===== config.mk =====
export PLATFORM = sky130hd
export DESIGN_NAME = pwm_flat
export DESIGN_NICKNAME = d
export VERILOG_FILES = /design/src/rtl/pwm_if.sv /design/src/rtl/pwm.sv /design/src/flat_wrapper.sv
export SDC_FILE = /design/constraint.sdc
export NUM_CORES = 1
export LEC_CHECK = 0
export BUFFER_PORTS_ARGS = -buffer_cell sky130_fd_sc_hd__buf_2
export CORE_MARGIN = 2
export CORE_UTILIZATION = 45
export DETAILED_ROUTE_END_ITERATION = 8
export PLACE_DENSITY = 0.7
export SLEW_MARGIN = 0
export SYNTH_ARGS = -nofsm -noshare
export SYNTH_HDL_FRONTEND = slang
export SYNTH_SLANG_ARGS = --single-unit

===== constraint.sdc =====
create_clock -name clk -period 4.1 [get_ports clk]
set_input_delay 0.82 -clock clk [delete_from_list [all_inputs] [get_ports clk]]
set_output_delay 0.82 -clock clk [all_outputs]
set_load 0.03 [all_outputs]

===== src/rtl/pwm_if.sv =====
// Control/observation bundle for the fixed-period PWM generator.
// The master side drives the start strobe and duty request and observes
// the waveform plus the debug/display values.
interface pwm_if #(
    parameter int WIDTH = 7
);
    logic             en;
    logic [WIDTH-1:0] duty_cycle;
    logic             out;
    logic [WIDTH-1:0] clock_count;
    logic [WIDTH-1:0] segments;

    modport master (
        output en,
        output duty_cycle,
        input  out,
        input  clock_count,
        input  segments
    );

    modport slave (
        input  en,
        input  duty_cycle,
        output out,
        output clock_count,
        output segments
    );
endinterface


===== src/rtl/pwm.sv =====
// Fixed-period pulse-width modulator.
// A single en strobe arms the generator; from then on it produces a
// continuous waveform whose high time per period equals the duty value
// latched at the start of that period. Only clr_n stops it.
module pwm #(
    parameter int WIDTH  = 7,
    parameter int PERIOD = 100
) (
    input  logic  clk,
    input  logic  clr_n,
    pwm_if.slave  bus
);

    typedef enum logic {
        ST_IDLE = 1'b0,
        ST_RUN  = 1'b1
    } state_t;

    localparam logic [WIDTH-1:0] PERIOD_W = WIDTH'(PERIOD);
    localparam logic [WIDTH-1:0] LAST_W   = WIDTH'(PERIOD - 1);

    state_t           state_reg;
    state_t           state_next;
    logic [WIDTH-1:0] count_reg;
    logic [WIDTH-1:0] count_next;
    logic [WIDTH-1:0] seg_reg;
    logic [WIDTH-1:0] seg_next;
    logic [WIDTH-1:0] duty_clamped;

    // Requests above a full period saturate at 100 % duty.
    always_comb begin
        duty_clamped = bus.duty_cycle;
        if (int'(bus.duty_cycle) > PERIOD) begin
            duty_clamped = PERIOD_W;
        end
    end

    // Next-state and datapath decode; the duty shadow only reloads on
    // arming and on the period wrap so a period is never cut short.
    always_comb begin
        state_next = state_reg;
        count_next = count_reg;
        seg_next   = seg_reg;
        unique case (state_reg)
            ST_IDLE: begin
                count_next = '0;
                if (bus.en) begin
                    state_next = ST_RUN;
                    seg_next   = duty_clamped;
                end
            end
            ST_RUN: begin
                if (count_reg == LAST_W) begin
                    count_next = '0;
                    seg_next   = duty_clamped;
                end else begin
                    count_next = count_reg + 1'b1;
                end
            end
            default: begin
                state_next = ST_IDLE;
                count_next = '0;
            end
        endcase
    end

    // State, period counter and duty shadow registers with async clear.
    always_ff @(posedge clk or negedge clr_n) begin
        if (!clr_n) begin
            state_reg <= ST_IDLE;
            count_reg <= '0;
            seg_reg   <= '0;
        end else begin
            state_reg <= state_next;
            count_reg <= count_next;
            seg_reg   <= seg_next;
        end
    end

    // Waveform decoded purely from registers, so it is glitch-free with
    // respect to duty_cycle and en and clears the instant clr_n falls.
    assign bus.out         = (state_reg == ST_RUN) && (count_reg < seg_reg);
    assign bus.clock_count = count_reg;
    assign bus.segments    = seg_reg;

endmodule


===== src/flat_wrapper.sv =====
// flat-port wrapper written by rule: the top's interface ports become plain ports
module pwm_flat 
#(
    parameter int WIDTH  = 7,
    parameter int PERIOD = 100
)
  (clk, clr_n, bus_en, bus_duty_cycle, bus_out, bus_clock_count, bus_segments);
  pwm_if #(.WIDTH(WIDTH)) bus_i ();
  input  logic clk;
  input  logic clr_n;
  input wire logic [$bits(bus_i.en)-1:0] bus_en;
  input wire logic [$bits(bus_i.duty_cycle)-1:0] bus_duty_cycle;
  output wire logic [$bits(bus_i.out)-1:0] bus_out;
  output wire logic [$bits(bus_i.clock_count)-1:0] bus_clock_count;
  output wire logic [$bits(bus_i.segments)-1:0] bus_segments;
  assign bus_i.en = bus_en;
  assign bus_i.duty_cycle = bus_duty_cycle;
  assign bus_out = bus_i.out;
  assign bus_clock_count = bus_i.clock_count;
  assign bus_segments = bus_i.segments;
  pwm #(.WIDTH(WIDTH), .PERIOD(PERIOD)) u_core (.clk(clk), .clr_n(clr_n), .bus(bus_i));
endmodule

After elaboration in Yosys (flattened, before gate mapping). Cells that the tools add are included.

Divide/modulo/power cells: 0. Shift operators: 0. Bitwise logic cells: 1. Order comparisons: 2. Add/subtract/negate cells: 1. Eq/ne operators: 3. Multiplexer cells: 8. $mul: 0. Reductions and logical operators: 2.

Operators with widths (count): 7-bit 2-to-1 mux (4); 7-bit case mux with 2 select lines (2); 7-bit by 1-bit adder with 7-bit output (second input constant) (1); 7-bit equality test (second input constant) (1); 7-bit > comparator (second input constant) (1); 7-bit less-than comparator (1); 2-bit inequality test (second input constant) (2); 1-bit 2-to-1 mux (2); 2-bit AND reduction (1); 1-bit logical AND (1); 1-bit inverter (1).

Memory bits (writable): 0. ROM bits: 0. Latch bits: 0. Bits of input ports: 10. Memories: 0. Word-level logic and storage cells: 20. Register bits after elaboration: 15.

Depth between registers and ports, before layout.
Depth after elaboration: 4. Mapped depth: 6. Depth with buffers taken out: 6.

Least setup slack after synthesis. Ideal clock, no wire load.

Path kind: register -> output. From: reg u_core.count_reg[2], in the netlist u_core.bus.clock_count[2]. To: out bus_out. Buffers on the path: 0. Arrival time: 1516 ps. Data required time: 3280 ps. Slack: 1764 ps. Stages on the path, launching flop included: 6. Path through: dfrtp_1 ha_1 a21oi_1 o21ai_0 a21oi_1 o21a_1.

Cells in the longest elaborated chain, start to end: 2.

RTL lines: from (decl) (line pwm.sv:24) `logic [WIDTH-1:0] count_reg;`; from (signal assigned) (line pwm.sv:75) `count_reg <= count_next;`; 7-bit less-than comparator (line pwm.sv:82) `assign bus.out = (state_reg == ST_RUN) && (count_reg < seg_reg);`; 1-bit logical AND (line pwm.sv:82); to (decl) (line flat_wrapper.sv:13) `output wire logic [$bits(bus_i.out)-1:0] bus_out;`.

Every way passes these cells.

Worst setup path in the final report. Same ends and word-level chain as after synthesis.

==> results.cfg <==
[yosys]
synth_xor_area_frac = 0.0533
yosys.area.top_type_share = 0.457
synth_commonest_cells = dfrtp_1 (15), nor2_1 (10), inv_1 (8), nand2_1 (8), ha_1 (7)
synth_top_family_by_area = simple AND/OR/NAND/NOR gates
synth_nets = 95
avgSynthCellArea_um2 = 10.5
synth_mux_area_frac = 0.125
yosys_warnings = 0
yosys.area_share.simple = 0.169
ys_top_cells_by_area = dfrtp_1 (46%), ha_1 (11%), mux2i_1 (6.1%)
synthAdderAreaFrac = 0.107
synthArstFlopShare = 1.00
synth-main-ff-cell = dfrtp_1
synth-edff-count = 0
yosysTopAreaCell = dfrtp_1
synth-seq-area-share = 0.457
ys_ff_latch = 15
syn_inst = 78
synth-compound-area-share = 0.0533
synth_area_um2 = 822
synth_most_common_cell = dfrtp_1
synth.distinct_cells = 23

[setup_path]
slowest_delay_ns = 0.45
cp-end-kind = primary output
cp_common_cell = a21oi_1
critPathArrivalTime_ns = 1.75
required_ns = 3.28
critPathKind = reg -> out
crit_family = compound AO/OA/AOI/OAI gates
cp-start-kind = flip-flop
reg2reg_to = u_core.bus.segments[5]
crit_slowest_cell = dfrtp_1
critPathMaxFanout = 6
r2r-start = u_core.bus.clock_count[4]
rrSetupSlack_ns = 2.39
worstRegToRegCells = 4
cp_cell_sequence = ha_1 -> a21oi_1 -> o21ai_0 -> a21oi_1 -> o21a_1 -> buf_2
worst-path-buf-inv = 1

[worst_hold_path]
hold_class = in -> async

[cells_and_area]
diodes = 0
drive_above_1_share = 0.311
num-nets-final = 124
fillers = 168
fin_area_um2 = 1000
finalNonFillerCells = 131
area_delta_synth_final_pct = 21.6

[global_routing]
grt-ovfl-total = 0
antenna_found_initial = 0
grt_pass1_wl_um = 2630
grt_pass1_vias = 651
grt_max_degree = 16
grt_usage = 0.176

[clocking]
holdBufCountCts = 0
ctsLongestPathBuffers = 2
cts_sinks = 15
clk_latency_ns = 0.28
htree_levels = 1
cts_tree = yes
cts_setup_buffers = 0
ctsResizeCount = 0
tritoncts.num_buffers = 3
cts-root-buf = clkbuf_4
clkTransAtPathRegs_ns = 0.08

[route]
routed_wl_um = 1520
wl_per_cell_um = 11.6
drtIter0Drc = 7
drtPass1Iterations = 2
route.detailed.drc = 0
via_count = 646
ant_nets = 0
avgViaCountPerCell = 4.93

[outcome]
status = finished, final reports clean

[timing]
setup_viol = 0
setup_tns_ns = 0
worst_slew_pin_slew_ns = 0.500
maxSlewHeadroom = 0.663
hold_viol = 0
timing.fmax_mhz = 390
slew_viol_final = 0
rsz0062_at_grt = false
finalCritPeriodShare = 0.626
period_minus_slack_ns = 2.57
whs_ns = 0.432
skew_ns = 0.00128

[die]
core_um2 = 1730
ios = 25
die-area_um2 = 2180
initial_core_util = 0.476
die-width_um = 46.7
rows = 15
die_h_um = 46.7

[place]
dpl_cell_area_um2 = 973
placed_cells = 127
dp_hpwl_um = 1220
place_congestion = 0.726
port_buffers = 24

[pwr]
p_total_uw = 698
leakagePower_uw = 0.000507
power.density_nw_per_um2 = 698
vdd_ir_drop_max_v = 0.000312

[job]
cap_violations = 0
[metal layers]
metal  vias up  part of all wire  track usage
met2        14              0.50        0.300
met3         2             0.051       0.0538
met4         0            0.0079       0.0889
li1        320                 -            -
met1       310              0.44        0.200
met5         -                 0            0
[through the flow]
step	setup WS [ns]	util
2_1_floorplan	1.76	-
3_3_place_gp	1.88	0.564
3_5_place_dp	1.85	0.564
4_1_cts	1.53	0.579
5_1_grt	1.41	0.579
6_report	1.53	0.579
[cells by family after synthesis]
family | Yosys count
DFF | 15
muxes | 8
AOI/OAI and AO/OA | 7
xor gates and xnor gates | 5
buffers and inverters | 8
and+or+nand+nor | 28
adders and majority gates | 7
[cell type report]
class                   instances  area, um2  area share
inverters                       8       30.0      0.0300
repair buffers                 24        120       0.120
well taps                      25       31.3      0.0313
multi-input cells              55        417       0.417
flip-flops and latches         15        375       0.375
clock buffers                   4       26.3      0.0263
[worst max-delay path by stage]
stage / from / to / slack (ns) / depth (start not counted)
after floorplan: u_core.bus.clock_count[2] / bus_out / 1.76 / 5
after global placement: u_core.bus.clock_count[2] / bus_out / 1.88 / 6
after detailed placement: u_core.bus.clock_count[2] / bus_out / 1.85 / 6
after CTS: u_core.bus.clock_count[2] / bus_out / 1.53 / 6
after global routing: u_core.bus.clock_count[2] / bus_out / 1.41 / 6
final: u_core.bus.clock_count[2] / bus_out / 1.53 / 6
[cell usage in the layout (no fill, tap or decap), types with 2 or more instances in the layout]
cell | Yosys | layout
buf_2 | 0 | 24
nor2_1 | 10 | 10
clkbuf_4 | 0 | 3
mux2i_1 | 5 | 5
nand3_1 | 3 | 3
inv_1 | 8 | 8
ha_1 | 7 | 7
nand2_1 | 8 | 8
a21oi_1 | 3 | 3
xnor2_1 | 3 | 3
mux2_4 | 2 | 2
xor2_1 | 2 | 2
dfrtp_1 | 15 | 15
[where the power goes]
group / total [uW] / internal, uW / switching [uW] / leakage (uW)
Combinational: 361 / 137 / 225 / 0.000319
Sequential: 254 / 197 / 57.2 / 0.000173
Clock: 82.6 / 37.7 / 44.9 / 0.0000150
Total: 698 / 371 / 327 / 0.000507
Note: power is estimated with default switching activity, not from simulation.
